[config.mk]
export PLATFORM = sky130hd
export DESIGN_NAME = mux_rr
export DESIGN_NICKNAME = d
export VERILOG_FILES = /design/src/rtl/mux_rr_pkg.sv /design/src/rtl/rr_arbiter.sv /design/src/rtl/mux_rr.sv
export SDC_FILE = /design/constraint.sdc
export NUM_CORES = 1
export LEC_CHECK = 0
export CORE_UTILIZATION = 46
export CTS_CLUSTER_SIZE = 10
export DETAILED_ROUTE_END_ITERATION = 8
export PLACE_DENSITY = 0.86
export SYNTH_ARGS = -nofsm -noshare
export SYNTH_HDL_FRONTEND = slang
export SYNTH_SLANG_ARGS = --single-unit
[constraint.sdc]
create_clock -name clk -period 4.55 [get_ports clk]
set_input_delay 0.6825 -clock clk [delete_from_list [all_inputs] [get_ports clk]]
set_output_delay 0.6825 -clock clk [all_outputs]
set_load 0.02 [all_outputs]
[src/rtl/mux_rr_pkg.sv]
// mux_rr_pkg: shared defaults and mode encodings for the round-robin mux
package mux_rr_pkg;
  localparam int N_DEF = 4;
  localparam int W_DEF = 8;
  localparam int CW_DEF = 16;
  localparam logic MODE_FIXED = 1'b0;
  localparam logic MODE_RR = 1'b1;
endpackage

[src/rtl/rr_arbiter.sv]
// rr_arbiter: combinational fixed-select / round-robin grant search
module rr_arbiter import mux_rr_pkg::*; #(
  parameter int N = N_DEF
) (
  input  logic [N-1:0]         req,
  input  logic [$clog2(N)-1:0] ptr,
  input  logic                 mode,
  input  logic [$clog2(N)-1:0] sel,
  output logic                 gnt_valid,
  output logic [$clog2(N)-1:0] gnt_idx
);
  localparam int SW = $clog2(N);
  always_comb begin
    gnt_valid = 1'b0;
    gnt_idx = '0;
    if (mode == MODE_FIXED) begin
      for (int i = 0; i < N; i++)
        if (sel == SW'(i) && req[i]) begin
          gnt_valid = 1'b1;
          gnt_idx = SW'(i);
        end
    end else begin
      // walk backwards so the channel closest to ptr wins last
      for (int k = N - 1; k >= 0; k--)
        if (req[(int'(ptr) + k) % N]) begin
          gnt_valid = 1'b1;
          gnt_idx = SW'((int'(ptr) + k) % N);
        end
    end
  end
endmodule

[src/rtl/mux_rr.sv]
// mux_rr: N-channel mux with fixed/round-robin arbitration into a one-deep output register
module mux_rr import mux_rr_pkg::*; #(
  parameter int N = N_DEF,
  parameter int W = W_DEF,
  parameter int CW = CW_DEF
) (
  input  logic                 clk,
  input  logic                 rst_n,
  input  logic                 mode,
  input  logic [$clog2(N)-1:0] sel,
  input  logic [N-1:0]         in_valid,
  input  logic [N*W-1:0]       in_data,
  output logic [N-1:0]         in_ready,
  output logic                 out_valid,
  output logic [W-1:0]         out_data,
  output logic [$clog2(N)-1:0] out_ch,
  input  logic                 out_ready,
  output logic [CW-1:0]        xfer_cnt
);
  localparam int SW = $clog2(N);
  logic [SW-1:0] ptr;
  logic [SW-1:0] gnt_idx;
  logic gnt_valid;
  logic load;
  rr_arbiter #(.N(N)) u_arb (
    .req(in_valid),
    .ptr(ptr),
    .mode(mode),
    .sel(sel),
    .gnt_valid(gnt_valid),
    .gnt_idx(gnt_idx)
  );
  // rst_n gating keeps in_ready low throughout reset
  assign load = rst_n && gnt_valid && (!out_valid || out_ready);
  assign in_ready = load ? N'(1) << gnt_idx : '0;
  always_ff @(posedge clk or negedge rst_n) begin
    if (!rst_n) begin
      out_valid <= 1'b0;
      out_data <= '0;
      out_ch <= '0;
      ptr <= '0;
      xfer_cnt <= '0;
    end else if (load) begin
      out_valid <= 1'b1;
      out_data <= in_data[gnt_idx*W +: W];
      out_ch <= gnt_idx;
      xfer_cnt <= xfer_cnt + 1'b1;
      if (mode == MODE_RR) ptr <= (gnt_idx == SW'(N - 1)) ? '0 : gnt_idx + 1'b1;
    end else if (out_ready) begin
      out_valid <= 1'b0;
    end
  end
endmodule

# After elaboration in Yosys (flattened, before gate mapping)
# Cells that the tools add are included.
# totals
regBits,29
in_bits,42
out_inout_bits,31
word_cells,69
# op_classes
addsub,5
n_lt_le_gt_ge,4
eq_ne,4
shift,2
n_mux,32
bitwise,3
reduce_logical,14
# ops
cell,count
variable part select 32 x 6 -> 8 bit,1
two-way mux 1 bit,19
adder 16 x 1 -> 16 bit (second input constant),1
two-way mux 2 bit,8
less-than comparator 3 x 4 -> 1 bit (second input constant),3
binary-select mux 1 bit (select 2 bit),4
== test 2 bit (second input constant),3
logical AND 1 bit,6
OR reduction 2 bit,3
adder 2 x 1 -> 2 bit (second input constant),2
adder 2 bit (second input constant),2
two-way mux 4 bit,1
left shift 1 x 2 -> 4 bit (first input constant),1
AND 1 bit (first input constant),3
less-than comparator 2 x 3 -> 1 bit (second input constant),1
== test 2 x 1 -> 1 bit (second input constant),1
zero test 2 bit,1
AND reduction 2 bit,1
nonzero test 2 bit,1
zero test 1 bit,1
logical OR 1 bit,1

# Logic depth before layout (Yosys ltp)
# Gate-level depths: netlist of run 1.
# depth
depth_word,14
depth_mapped,8
depth_no_buf,6

# By module
# From an unflattened synthesis of run 1, not the netlist that was laid out.
# unflattened
hier_cells,131
hier_area_um2,1650.3
# modules_own_cells
module,instances,cells_each,area_each_um2,seq_area_each_um2
mux_rr,1,106,1483.9,725.7
rr_arbiter,1,25,166.4,0.0

# Worst setup path before layout of run 1
# No wires, ideal clock.
# synth_timing
kind,input to output
startpoint,input in_valid[0]
endpoint,output in_ready[2]
arrival_time_ns,1.998
required_ns,3.868
setup_slack_ns,1.870
path_stages,6
path_buffers,1
cell_sequence,maj3_2 -> o311a_4 -> a21boi_4 -> buf_8 -> nand2_1 -> nor2_1
# synth_via
elab_chain_len,11
word_cells_on_any_way,30
classes_between,1 x shift; 26 x mux; 3 x reduce/logical
# synth_lines
item,line,text
start: declaration,mux_rr.sv:11,"input logic [N-1:0] in_valid,"
binary-select mux 1 bit (select 2 bit),rr_arbiter.sv:25,if (req[(int'(ptr) + k) % N]) begin
two-way mux 1 bit (not written as such) (2 in series),rr_arbiter.sv:25,
two-way mux 1 bit (4 in series),rr_arbiter.sv:25,
two-way mux 1 bit,rr_arbiter.sv:16,if (mode == MODE_FIXED) begin
logical AND 1 bit (2 in series),mux_rr.sv:34,assign load = rst_n && gnt_valid && (!out_valid || out_ready);
two-way mux 4 bit (*),mux_rr.sv:35,assign in_ready = load ? N'(1) << gnt_idx : '0;
end: declaration,mux_rr.sv:13,"output logic [N-1:0] in_ready,"
# Mark *: on every way between the ends. The rest lies on a longest branch, timed or not. The select of a mux whose other input is x is not followed.

# Final worst setup path of run 1
# layout_timing
startpoint,input in_valid[0]
endpoint,output in_ready[3]
# Same word-level chain as after synthesis.

==> run summary, run 1 <==
kind of critical path: in -> out
final core utilization: 0.747
final net count: 269
Hold Crit Class: reg -> reg
Reg clk slew, reported paths: 60 ps
met2 usage: 0.414
CTS Buf Count: 5
Die Wd: 62.9 µm
Worst Path Required: 3870 ps
Hold Fails Final Rpt: 0
CTS tree: yes
met1 usage: 0.265
fin crit period: 3890 ps
deepest level of the CTS H-tree: 2
post-cts sizing count: 0
first-pass GRT wire length: 7030 µm
Hold EP: xfer_cnt[15]$_DFFE_PN0P_
max_cap viols: 0
Pwr per Cell Area: 435 mW/mm²
Max transition margin: 0.655
Initial Util: 0.496
M3 GR Usage: 0.0803
num ports: 73
drt first pass iters: 4
max-slew violation count: 0
status: finished, final reports clean
DIE HEIGHT: 62.9 µm
Synth Net Count: 195
Slew @ Worst Pin: 517 ps
Distinct cells, synth: 34
antenna viol nets, final: 0
post-CTS setup buffer count: 0
Fmax: 257 MHz
drt initial violations: 49
Site Rows: 21
Worst Setup Start Kind: input pin
share of cells above drive strength 1: 0.132
setup violators final: 0
crit-path max FO: 13
CTS Sinks: 29
EDFF count, synth: 0
sequential area share after synthesis: 0.425
#FFs+latches synth: 29
clk_lat worst skew: 290 ps
gpl congestion: 0.780
RSZ-0062 raised after global routing: false
worst r2r path cells: 7
Max clock buf depth: 2
warnings from Yosys: 0
Register-to-Register Setup Slack: 2270 ps
ys async rst share: 1.00
largest net degree at the start of global routing: 31
r2r endpoint: out_data[0]$_DFFE_PN0P_
Final Skew: 3.63 ps
Top Usage Layer GRT: met2
hold depth: 1
critical path arrival: 3200 ps
synthesized area per cell: 11.2 µm²
Mapped Cells: 152
Leak Pwr: 0.00109 µW
cts hold-fix bufs: 0
final setup TNS: 0 ps
initial antenna violation count: 0
CP Capture Type: primary output
clk root buf: clkbuf_8
DRC: 0
Via density: 5.33
hold_sp: xfer_cnt[15]$_DFFE_PN0P_
GRT Residual Overflow: 0
gr usage total: 0.235
prevailing post-synth register cell: dfrtp_1
HPWL Detailed: 3160 µm
Area Overhead vs Synth: 50.5%
Buffers on Ports: 72
Die ar.: 0.00396 mm²
worst r2r src: ptr[1]$_DFFE_PN0P_
power after layout: 1120 µW
final wirelength: 4250 µm
routed len/inst: 15.6 µm
fin crit share: 0.854
Vias: 1455
Syn Std Cell Area: 0.00171 mm²
n_diodes: 0
Worst IR Drop VDD: 0.339 mV
core box area: 0.00344 mm²
vias in the first global route: 1502
==> Yosys cell counts (2+ instances only) <==
library cell	count	area share
o21ai_0	3	0.0088
buf_2	5	0.015
and3_1	5	0.018
dfrtp_1	29	0.42
and2_1	2	0.0073
xnor2_1	14	0.072
nor2_1	5	0.011
nand2_1	9	0.020
nand4_1	5	0.018
inv_1	3	0.0066
xor2_1	2	0.010
nand2b_1	4	0.015
mux2i_1	28	0.16
nand3_1	7	0.021
mux2_2	12	0.079
==> layout make-up <==
class | count | area, µm²
flip-flops and latches | 29 | 726
inverters | 4 | 15.0
clock inverters | 1 | 5.00
well taps | 46 | 57.6
clock buffers | 7 | 96.3
repair buffers | 75 | 743
fillers | 247 | 872
multi-input cells | 111 | 927
==> registers in the layout, indices dropped and copies added, names as in the netlist <==
register,count
out_data,8
out_valid,1
ptr,2
out_ch,2
xfer_cnt,16
==> worst max path at each step <==
stage / startpoint / end / slack, ps / cells after the start
after floorplan: in_valid[0] / in_ready[2] / 1870 / 6
after global placement: in_valid[0] / in_ready[3] / 740 / 6
after detailed placement: in_valid[0] / in_ready[3] / 640 / 6
after CTS: in_valid[0] / in_ready[3] / 620 / 6
after global routing: in_valid[0] / in_ready[2] / 560 / 7
final: in_valid[0] / in_ready[3] / 660 / 6
==> layout by cell type, fill, tap and decap left out <==
cell / instances
inv_2: 1
a21boi_4: 1
nand3_1: 7
and3_2: 1
a21o_1: 1
a21oi_1: 1
nand2b_1: 4
buf_4: 3
a211oi_1: 1
nand2_1: 9
clkbuf_8: 7
o21ai_0: 3
maj3_2: 1
and4_1: 1
nor2_1: 5
and2_1: 2
clkdlybuf4s50_1: 72
o311a_4: 1
nor4_1: 1
ha_1: 1
nand4_1: 5
xor2_1: 2
o211ai_1: 1
o32ai_4: 1
mux2i_1: 28
dfrtp_1: 29
o2111a_1: 1
xnor2_1: 14
clkinv_2: 1
and2b_2: 1
and3_1: 5
mux2_2: 12
inv_1: 3
o21a_1: 1
==> metal layers <==
metal | wire (µm) | share of wire | vias to the layer above
li1 | - | - | 690
met1 | 1820 | 0.43 | 704
met2 | 2130 | 0.50 | 53
met3 | 240 | 0.056 | 8
met4 | 65 | 0.015 | 0
met5 | 0 | 0 | -
==> through the flow <==
step / setup slack (ps) / instance area [µm²] / std cells / hold slack (ps)
after floorplan: 1870 / 1710 / 152 / 387
after global placement: 735 / 2470 / 265 / 460
after detailed placement: 640 / 2470 / 265 / 478
after CTS: 625 / 2570 / 273 / 490
after global routing: 558 / 2570 / 273 / 501
final: 665 / 2570 / 273 / 486
==> power by group <==
part           total (µW)  internal, µW  switching (µW)  leakage (µW)
clock network         237           136             100     0.0000542
registers             392           326            65.9      0.000365
logic                 488           260             229      0.000675
total                1120           722             395       0.00109
==> critical path, cell delays in order <==
cell,delay (ps)
clkdlybuf4s50_1,520
maj3_2,360
o311a_4,320
a21boi_4,450
and3_2,270
clkdlybuf4s50_1,600
==> logic make-up (layout without fill, tap and decap cells) <==
logic type	count (synthesis)	after routing	share of synthesized area
DFF	29	29	0.425
xor gates and xnor gates	16	16	0.0821
muxes	40	40	0.243
and+or+nand+nor	41	41	0.128
buffers and inverters	12	87	0.0388
AOI/OAI and AO/OA	12	12	0.0689
adders and majority gates	2	2	0.0139
No activity file was read; power rests on OpenSTA's default activity.
==> run 2: changes to the inputs <==
--- a/config.mk
+++ b/config.mk
@@ -8,6 +8,7 @@
 export CORE_UTILIZATION = 46
 export CTS_CLUSTER_SIZE = 10
 export DETAILED_ROUTE_END_ITERATION = 8
+export GPL_ROUTABILITY_DRIVEN = 0
 export PLACE_DENSITY = 0.86
 export SYNTH_ARGS = -nofsm -noshare
 export SYNTH_HDL_FRONTEND = slang
==> results of run 2 <==
Same layout as run 1: the final DEF is identical, and so are final timing and power.
